[config.mk]
export PLATFORM = sky130hd
export DESIGN_NAME = uart_txrx_flat
export DESIGN_NICKNAME = d
export VERILOG_FILES = /design/src/rtl/uart_pkg.sv /design/src/rtl/uart_txrx_if.sv /design/src/rtl/uart_rx.sv /design/src/rtl/uart_tx.sv /design/src/rtl/uart_txrx.sv /design/src/flat_wrapper.sv
export SDC_FILE = /design/constraint.sdc
export NUM_CORES = 1
export LEC_CHECK = 0
export CAP_MARGIN = 30
export CELL_PAD_IN_SITES_DETAIL_PLACEMENT = 0
export CELL_PAD_IN_SITES_GLOBAL_PLACEMENT = 2
export CORE_MARGIN = 2
export CORE_UTILIZATION = 37
export CTS_CLUSTER_DIAMETER = 100
export DETAILED_ROUTE_END_ITERATION = 7
export GPL_ROUTABILITY_DRIVEN = 0
export PLACE_DENSITY_LB_ADDON = 0.25
export RECOVER_POWER = 100
export SYNTH_ARGS = -nofsm -noshare
export SYNTH_HDL_FRONTEND = slang
export SYNTH_SLANG_ARGS = --single-unit
[constraint.sdc]
create_clock -name clk -period 5.05 [get_ports clk]
set_clock_uncertainty 0.2 [all_clocks]
set_input_delay 1.01 -clock clk [delete_from_list [all_inputs] [get_ports clk]]
set_output_delay 1.01 -clock clk [all_outputs]
set_load 0.05 [all_outputs]
[src/rtl/uart_pkg.sv]
// Shared types and constants for the 8N1 UART transmitter/receiver pair.
package uart_pkg;

    localparam int   DEFAULT_CLKS_PER_BIT = 16;
    localparam logic LINE_IDLE            = 1'b1;
    localparam int   DATA_BITS            = 8;

    typedef enum logic [1:0] {
        TX_IDLE,
        TX_START,
        TX_DATA,
        TX_STOP
    } tx_state_e;

    typedef enum logic [2:0] {
        RX_IDLE,
        RX_ARMED,
        RX_START,
        RX_DATA,
        RX_STOP
    } rx_state_e;

endpackage

[src/rtl/uart_txrx_if.sv]
// Client/pin-side bundle of the UART: byte ports, control, status and serial pins.
interface uart_txrx_if;
    import uart_pkg::*;

    logic                 tx_en;
    logic                 tx_start;
    logic [DATA_BITS-1:0] tx_in;
    logic                 tx_out;
    logic                 tx_done;
    logic                 tx_busy;
    logic                 rx_en;
    logic                 rx_in;
    logic                 rx_start;
    logic [DATA_BITS-1:0] rx_out;
    logic                 rx_done;
    logic                 rx_busy;
    logic                 rx_err;

    modport master (
        output tx_en, tx_start, tx_in, rx_en, rx_in, rx_start,
        input  tx_out, tx_done, tx_busy, rx_out, rx_done, rx_busy, rx_err
    );

    modport slave (
        input  tx_en, tx_start, tx_in, rx_en, rx_in, rx_start,
        output tx_out, tx_done, tx_busy, rx_out, rx_done, rx_busy, rx_err
    );

endinterface

[src/rtl/uart_rx.sv]
// 8N1 deserialiser: armed by a start request, samples each bit at mid-bit.
module uart_rx
    import uart_pkg::*;
#(
    parameter int CLKS_PER_BIT = DEFAULT_CLKS_PER_BIT
) (
    input  logic                 clk,
    input  logic                 rst,
    input  logic                 en_i,
    input  logic                 start_i,
    input  logic                 line_i,
    output logic [DATA_BITS-1:0] data_o,
    output logic                 done_o,
    output logic                 busy_o,
    output logic                 err_o
);

    localparam int CNT_W = $clog2(CLKS_PER_BIT);
    localparam logic [CNT_W-1:0] BIT_LAST  = CNT_W'(CLKS_PER_BIT - 1);
    localparam logic [CNT_W-1:0] HALF_LAST = CNT_W'(CLKS_PER_BIT / 2 - 1);

    rx_state_e            state_q, state_d;
    logic [CNT_W-1:0]     cnt_q, cnt_d;
    logic [2:0]           bitIdx_q, bitIdx_d;
    logic [DATA_BITS-1:0] shift_q, shift_d;
    logic [DATA_BITS-1:0] data_q, data_d;
    logic                 done_q, done_d;
    logic                 busy_q, busy_d;
    logic                 err_q, err_d;
    logic                 sync1_q, sync2_q;
    logic                 rxBit;

    assign rxBit = sync2_q;

    always_ff @(posedge clk) begin
        if (rst) begin
            sync1_q  <= LINE_IDLE;
            sync2_q  <= LINE_IDLE;
            state_q  <= RX_IDLE;
            cnt_q    <= '0;
            bitIdx_q <= '0;
            shift_q  <= '0;
            data_q   <= '0;
            done_q   <= 1'b0;
            busy_q   <= 1'b0;
            err_q    <= 1'b0;
        end else begin
            sync1_q  <= line_i;
            sync2_q  <= sync1_q;
            state_q  <= state_d;
            cnt_q    <= cnt_d;
            bitIdx_q <= bitIdx_d;
            shift_q  <= shift_d;
            data_q   <= data_d;
            done_q   <= done_d;
            busy_q   <= busy_d;
            err_q    <= err_d;
        end
    end

    // A start bit that is high again at its midpoint was a glitch: re-arm silently.
    always_comb begin
        state_d  = state_q;
        cnt_d    = cnt_q;
        bitIdx_d = bitIdx_q;
        shift_d  = shift_q;
        data_d   = data_q;
        done_d   = done_q;
        busy_d   = busy_q;
        err_d    = err_q;

        case (state_q)
            RX_IDLE: begin
                if (en_i && start_i) begin
                    state_d = RX_ARMED;
                    busy_d  = 1'b1;
                    done_d  = 1'b0;
                    err_d   = 1'b0;
                end
            end
            RX_ARMED: begin
                cnt_d = '0;
                if (rxBit == ~LINE_IDLE) begin
                    state_d = RX_START;
                end
            end
            RX_START: begin
                if (cnt_q == HALF_LAST) begin
                    cnt_d    = '0;
                    bitIdx_d = '0;
                    state_d  = (rxBit == LINE_IDLE) ? RX_ARMED : RX_DATA;
                end else begin
                    cnt_d = cnt_q + CNT_W'(1);
                end
            end
            RX_DATA: begin
                if (cnt_q == BIT_LAST) begin
                    cnt_d   = '0;
                    shift_d = {rxBit, shift_q[DATA_BITS-1:1]};
                    if (bitIdx_q == 3'(DATA_BITS - 1)) begin
                        state_d = RX_STOP;
                    end else begin
                        bitIdx_d = bitIdx_q + 3'd1;
                    end
                end else begin
                    cnt_d = cnt_q + CNT_W'(1);
                end
            end
            RX_STOP: begin
                if (cnt_q == BIT_LAST) begin
                    cnt_d   = '0;
                    state_d = RX_IDLE;
                    data_d  = shift_q;
                    done_d  = 1'b1;
                    err_d   = (rxBit != LINE_IDLE);
                    busy_d  = 1'b0;
                end else begin
                    cnt_d = cnt_q + CNT_W'(1);
                end
            end
            default: state_d = RX_IDLE;
        endcase
    end

    assign data_o = data_q;
    assign done_o = done_q;
    assign busy_o = busy_q;
    assign err_o  = err_q;

endmodule

[src/rtl/uart_tx.sv]
// 8N1 serialiser: START/DATA/STOP each held CLKS_PER_BIT cycles, LSB first.
module uart_tx
    import uart_pkg::*;
#(
    parameter int CLKS_PER_BIT = DEFAULT_CLKS_PER_BIT
) (
    input  logic                 clk,
    input  logic                 rst,
    input  logic                 en_i,
    input  logic                 start_i,
    input  logic [DATA_BITS-1:0] data_i,
    output logic                 line_o,
    output logic                 done_o,
    output logic                 busy_o
);

    localparam int CNT_W = $clog2(CLKS_PER_BIT);
    localparam logic [CNT_W-1:0] BIT_LAST = CNT_W'(CLKS_PER_BIT - 1);

    tx_state_e            state_q, state_d;
    logic [CNT_W-1:0]     cnt_q, cnt_d;
    logic [2:0]           bitIdx_q, bitIdx_d;
    logic [DATA_BITS-1:0] shift_q, shift_d;
    logic                 line_q, line_d;
    logic                 done_q, done_d;
    logic                 busy_q, busy_d;

    always_ff @(posedge clk) begin
        if (rst) begin
            state_q  <= TX_IDLE;
            cnt_q    <= '0;
            bitIdx_q <= '0;
            shift_q  <= '0;
            line_q   <= LINE_IDLE;
            done_q   <= 1'b0;
            busy_q   <= 1'b0;
        end else begin
            state_q  <= state_d;
            cnt_q    <= cnt_d;
            bitIdx_q <= bitIdx_d;
            shift_q  <= shift_d;
            line_q   <= line_d;
            done_q   <= done_d;
            busy_q   <= busy_d;
        end
    end

    // Outputs are registered from the current state, so the pin and flags
    // trail the FSM by one cycle and stay glitch-free.
    always_comb begin
        state_d  = state_q;
        cnt_d    = cnt_q;
        bitIdx_d = bitIdx_q;
        shift_d  = shift_q;
        line_d   = LINE_IDLE;
        busy_d   = (state_q != TX_IDLE);
        done_d   = (state_q == TX_IDLE) ? (done_q | busy_q) : 1'b0;

        case (state_q)
            TX_IDLE: begin
                if (en_i && start_i) begin
                    state_d = TX_START;
                    shift_d = data_i;
                    cnt_d   = '0;
                end
            end
            TX_START: begin
                line_d = ~LINE_IDLE;
                if (cnt_q == BIT_LAST) begin
                    cnt_d    = '0;
                    bitIdx_d = '0;
                    state_d  = TX_DATA;
                end else begin
                    cnt_d = cnt_q + CNT_W'(1);
                end
            end
            TX_DATA: begin
                line_d = shift_q[0];
                if (cnt_q == BIT_LAST) begin
                    cnt_d   = '0;
                    shift_d = shift_q >> 1;
                    if (bitIdx_q == 3'(DATA_BITS - 1)) begin
                        state_d = TX_STOP;
                    end else begin
                        bitIdx_d = bitIdx_q + 3'd1;
                    end
                end else begin
                    cnt_d = cnt_q + CNT_W'(1);
                end
            end
            TX_STOP: begin
                if (cnt_q == BIT_LAST) begin
                    cnt_d   = '0;
                    state_d = TX_IDLE;
                end else begin
                    cnt_d = cnt_q + CNT_W'(1);
                end
            end
            default: state_d = TX_IDLE;
        endcase
    end

    assign line_o = line_q;
    assign done_o = done_q;
    assign busy_o = busy_q;

endmodule

[src/rtl/uart_txrx.sv]
// Full-duplex 8N1 UART: independent transmitter and receiver on one clock.
module uart_txrx
    import uart_pkg::*;
#(
    parameter int CLKS_PER_BIT = DEFAULT_CLKS_PER_BIT
) (
    input logic       clk,
    input logic       rst,
    uart_txrx_if.slave bus
);

    uart_tx #(
        .CLKS_PER_BIT(CLKS_PER_BIT)
    ) u_tx (
        .clk    (clk),
        .rst    (rst),
        .en_i   (bus.tx_en),
        .start_i(bus.tx_start),
        .data_i (bus.tx_in),
        .line_o (bus.tx_out),
        .done_o (bus.tx_done),
        .busy_o (bus.tx_busy)
    );

    uart_rx #(
        .CLKS_PER_BIT(CLKS_PER_BIT)
    ) u_rx (
        .clk    (clk),
        .rst    (rst),
        .en_i   (bus.rx_en),
        .start_i(bus.rx_start),
        .line_i (bus.rx_in),
        .data_o (bus.rx_out),
        .done_o (bus.rx_done),
        .busy_o (bus.rx_busy),
        .err_o  (bus.rx_err)
    );

endmodule

[src/flat_wrapper.sv]
// flat-port wrapper written by rule: the top's interface ports become plain ports
module uart_txrx_flat import uart_pkg::*;
#(
    parameter int CLKS_PER_BIT = DEFAULT_CLKS_PER_BIT
)
  (clk, rst, bus_tx_en, bus_tx_start, bus_tx_in, bus_rx_en, bus_rx_in, bus_rx_start, bus_tx_out, bus_tx_done, bus_tx_busy, bus_rx_out, bus_rx_done, bus_rx_busy, bus_rx_err);
  uart_txrx_if bus_i ();
  input logic clk;
  input logic rst;
  input wire logic [$bits(bus_i.tx_en)-1:0] bus_tx_en;
  input wire logic [$bits(bus_i.tx_start)-1:0] bus_tx_start;
  input wire logic [$bits(bus_i.tx_in)-1:0] bus_tx_in;
  input wire logic [$bits(bus_i.rx_en)-1:0] bus_rx_en;
  input wire logic [$bits(bus_i.rx_in)-1:0] bus_rx_in;
  input wire logic [$bits(bus_i.rx_start)-1:0] bus_rx_start;
  output wire logic [$bits(bus_i.tx_out)-1:0] bus_tx_out;
  output wire logic [$bits(bus_i.tx_done)-1:0] bus_tx_done;
  output wire logic [$bits(bus_i.tx_busy)-1:0] bus_tx_busy;
  output wire logic [$bits(bus_i.rx_out)-1:0] bus_rx_out;
  output wire logic [$bits(bus_i.rx_done)-1:0] bus_rx_done;
  output wire logic [$bits(bus_i.rx_busy)-1:0] bus_rx_busy;
  output wire logic [$bits(bus_i.rx_err)-1:0] bus_rx_err;
  assign bus_i.tx_en = bus_tx_en;
  assign bus_i.tx_start = bus_tx_start;
  assign bus_i.tx_in = bus_tx_in;
  assign bus_i.rx_en = bus_rx_en;
  assign bus_i.rx_in = bus_rx_in;
  assign bus_i.rx_start = bus_rx_start;
  assign bus_tx_out = bus_i.tx_out;
  assign bus_tx_done = bus_i.tx_done;
  assign bus_tx_busy = bus_i.tx_busy;
  assign bus_rx_out = bus_i.rx_out;
  assign bus_rx_done = bus_i.rx_done;
  assign bus_rx_busy = bus_i.rx_busy;
  assign bus_rx_err = bus_i.rx_err;
  uart_txrx #(.CLKS_PER_BIT(CLKS_PER_BIT)) u_core (.clk(clk), .rst(rst), .bus(bus_i));
endmodule
==> summary.md <==
| Metric | Value |
|---|---|
| Most used flip-flop cell after synthesis | sky130_fd_sc_hd__dfxtp_1 |
| Critical path capture point | u_core.u_rx.state_q[0]$_SDFFE_PP0P_ |
| Total iterations of the first detailed-routing run | 4 |
| Async set-reset flop share out of synthesis | 0 |
| Synthesized net count | 294 |
| Cell Rows | 29 |
| P&R area growth vs syn | 15.7% |
| Top Ports | 29 |
| Average vias per placed instance | 5.09 |
| Buffer count from post-CTS setup fixing | 0 |
| Proportion of layout cells with a drive suffix above 1 | 0.0625 |
| Count of vias placed by the detailed router | 1857 |
| Launching instance or port of the critical path | rst |
| Critical path's largest stage delay | 1.50 ns |
| Number of synthesized flops with an enable pin | 0 |
| Post-layout instance area | 0.00282 mm^2 |
| Global routing's busiest layer | met2 |
| H-tree levels | 2 |
| Overall die area | 0.00725 mm^2 |
| Vertical extent of the die | 85.2 um |
| Unrepaired setup endpoints after global routing | no |
| Overall fraction of global-route tracks in use | 0.138 |
| TritonCTS clock tree | yes |
| HP Start | u_core.u_rx.sync1_q$_SDFF_PP1_ |
| Worst Path Required | 5.05 ns |
| Residual antenna-violating net count after detailed routing | 0 |
| Total negative setup slack | 0 ns |
| Depth of the worst register-to-register path | 6 |
| Final Cycle Share | 0.654 |
| Clock Root Buffer | sky130_fd_sc_hd__clkbuf_8 |
| Diode count | 0 |
| Post-layout minimum cycle time | 3.30 ns |
| Max VDD drop | 0.000170 V |
| CTS clock-pin slew for the worst setup and hold paths | 0.10 ns |
| Worst path top cell family by delay | buffers and inverters |
| Number of sinks on the clock net | 51 |
| Cell area reported after detailed placement | 0.00273 mm^2 |
| Cell mode on critical path | sky130_fd_sc_hd__clkbuf_1 |
| Max_slew headroom | -0.352 |
| Worst reg2reg path startpoint | u_core.u_tx.state_q[0]$_SDFFE_PP0P_ |
| Die extent in x | 85.2 um |
| Mean instance size in the synthesized netlist | 9.09 um^2 |
| CP max-delay cell | sky130_fd_sc_hd__clkbuf_1 |
| Max FO, Critical Path | 47 |
| Core outline area | 0.00635 mm^2 |
| Drt total wl | 4.73 mm |
| Sequential-to-total area share from yosys stat | 0.419 |
| Post-synthesis sequential element count | 51 |
| Kind of end point of the critical path | flip-flop |
| CTS Buf Count | 5 |
| Final Hold Violating Endpoints | 0 |
| Timing-limited maximum frequency | 0.303 GHz |
| # nets final | 313 |
| Result of the run | complete, but fails checks |
| Cell-by-cell listing of the critical path | clkbuf_1 -> clkbuf_1 -> nor2b_1 -> mux2_1 |
| Total of buffers placed on input and output ports | 28 |
| Wire length of the first global-routing pass | 8.09 mm |
| Hold Path Class | reg2reg |
| DRC marker count from the first detailed-route iteration | 91 |
| Antenna violations before repair | 0 |
| Pin count of the biggest net entering global routing | 48 |
| Post-cts repair resize count | 0 |
| Startpoint type of the worst setup path | input pin |
| Overall power | 1.07 mW |
| Stages on the worst setup path | 4 |
| Aggregate global routing overflow | 0 |
| DP HPWL | 3.16 mm |
| Transition time at the pin with the least slew margin | 2.03 ns |
| Count of unresolved DRC violations after routing | 0 |
| DR WL/cell | 13.0 um |
| Yosys cell types | 53 |
| R2r setup slk | 2.16 ns |
| Met2 track utilization from global routing | 0.206 |
| Initial standard-cell utilization of the core | 0.384 |
| Critical path arrival | 3.30 ns |
| MaxCap Viol Count | 1 |
| Maximum number of buffers from clock root to sink | 2 |
| Leak Pwr | 1.02 nW |
| Cell Pwr Density | 381 mW/mm^2 |
| Capturing point of the worst reg2reg path | u_core.u_tx.shift_q[7]$_SDFFE_PP0P_ |
| Critical setup path kind | in2reg |
| Worst path buffer plus inverter count | 2 |
| Cell area after synthesis | 0.00244 mm^2 |
| Synthesized instance count | 268 |
| Global Route met3 Usage | 0.0302 |
| Final setup fails | 0 |
| Failing checks | capacitance limit, slew limit |
| Final number of max-transition violations | 48 |
| Via count of the first global-routing pass | 1738 |
| Count of warnings emitted by yosys | 0 |
| Met1 Usage GRT | 0.192 |
| Number of buffers inserted by hold repair at cts | 0 |
| Clock Latency Late Sink | 0.31 ns |
## stage by stage
step / hold slack [ns] / worst slack (ns) / instances / utilization
2_1_floorplan: 0.189 / 2.93 / 268 / -
3_3_place_gp: 0.192 / 2.18 / 356 / 0.427
3_5_place_dp: 0.198 / 2.20 / 357 / 0.430
4_1_cts: 0.215 / 2.30 / 365 / 0.448
5_1_grt: 0.225 / 1.48 / 365 / 0.444
6_report: 0.215 / 1.75 / 365 / 0.444
## Yosys cell counts (all sizes together), types with 2 or more instances
| master | instances | area [um^2] |
|---|---|---|
| dfxtp | 51 | 1020 |
| nor2 | 29 | 124 |
| nand2 | 28 | 105 |
| a21oi | 25 | 136 |
| mux2i | 18 | 180 |
| buf | 13 | 82.6 |
| ha | 11 | 138 |
| nand3 | 9 | 45.0 |
| a211oi | 8 | 60.1 |
| inv | 6 | 22.5 |
| nand2b | 5 | 31.3 |
| o21ai | 5 | 25.0 |
| and3 | 4 | 25.0 |
| clkbuf | 4 | 15.0 |
| nor2b | 4 | 32.5 |
| or3 | 4 | 25.0 |
| nand3b | 3 | 22.5 |
| nor3b | 3 | 22.5 |
| a311oi | 2 | 17.5 |
| a31oi | 2 | 12.5 |
| and3b | 2 | 17.5 |
| nand4 | 2 | 12.5 |
| nor3 | 2 | 10.0 |
| o211ai | 2 | 15.0 |
| o22ai | 2 | 12.5 |
| o31ai | 2 | 28.8 |
| or2 | 2 | 12.5 |
| or4 | 2 | 15.0 |
## cell type report
class | count | area, um^2
clock buffer | 5 | 68.8
clock inverter | 3 | 47.5
fill | 642 | 3530
inverter | 6 | 22.5
multi-input combinational | 194 | 1280
sequential | 51 | 1020
tap | 77 | 96.3
timing repair buffer | 29 | 278
## kinds of logic after synthesis
| logic type | synth area share |
|---|---|
| and+or+nand+nor | 0.227 |
| muxes | 0.0785 |
| DFF | 0.419 |
| buffers and inverters | 0.0493 |
| AOI/OAI and AO/OA | 0.166 |
| adders and majority gates | 0.0565 |
| xor gates and xnor gates | 0.00359 |
## worst min path at each step
stage / slack (ns) / cells after the start / to
global route: 0.23 / 1 / u_core.u_rx.rxBit$_SDFF_PP1_
finish: 0.21 / 1 / u_core.u_rx.rxBit$_SDFF_PP1_
CTS: 0.21 / 1 / u_core.u_rx.rxBit$_SDFF_PP1_
detailed placement: 0.20 / 1 / u_core.u_rx.rxBit$_SDFF_PP1_
global placement: 0.19 / 1 / u_core.u_rx.rxBit$_SDFF_PP1_
floorplan: 0.19 / 1 / u_core.u_rx.rxBit$_SDFF_PP1_
## routing by layer
layer	share of wire	vias to the layer above
met4	0.019	0
met2	0.43	28
met3	0.033	9
li1	-	988
met1	0.52	832
met5	0	-
## registers in the layout (all words and copies together), names as in the netlist, 2 cells and up
signal	count
u_core.u_tx.shift_q	8
u_core.u_tx.bitIdx_q	3
u_core.u_rx.shift_q	8
u_core.u_tx.state_q	2
u_core.u_tx.cnt_q	4
u_core.u_rx.cnt_q	4
u_core.u_rx.bitIdx_q	3
u_core.u_rx.state_q	3
u_core.u_rx.data_o	8
## where the power goes
group,total [mW],switching (mW),leakage [nW],internal (mW)
sequential,0.481,0.0312,0.414,0.450
combinational,0.298,0.178,0.549,0.120
clock,0.294,0.144,0.0587,0.150
## placed cells by master (no fill, tap or decap), types with 5 or more instances in the layout
cell type,n
sky130_fd_sc_hd__dfxtp_1,51
sky130_fd_sc_hd__a211oi_1,8
sky130_fd_sc_hd__nand2_1,28
sky130_fd_sc_hd__inv_1,6
sky130_fd_sc_hd__nand2b_1,5
sky130_fd_sc_hd__clkbuf_8,5
sky130_fd_sc_hd__nand3_1,9
sky130_fd_sc_hd__clkdlybuf4s50_1,12
sky130_fd_sc_hd__a21oi_1,25
sky130_fd_sc_hd__nor2_1,27
sky130_fd_sc_hd__mux2i_1,18
sky130_fd_sc_hd__ha_1,11
sky130_fd_sc_hd__dlygate4sd3_1,15
No activity file was read; power rests on OpenSTA's default activity.
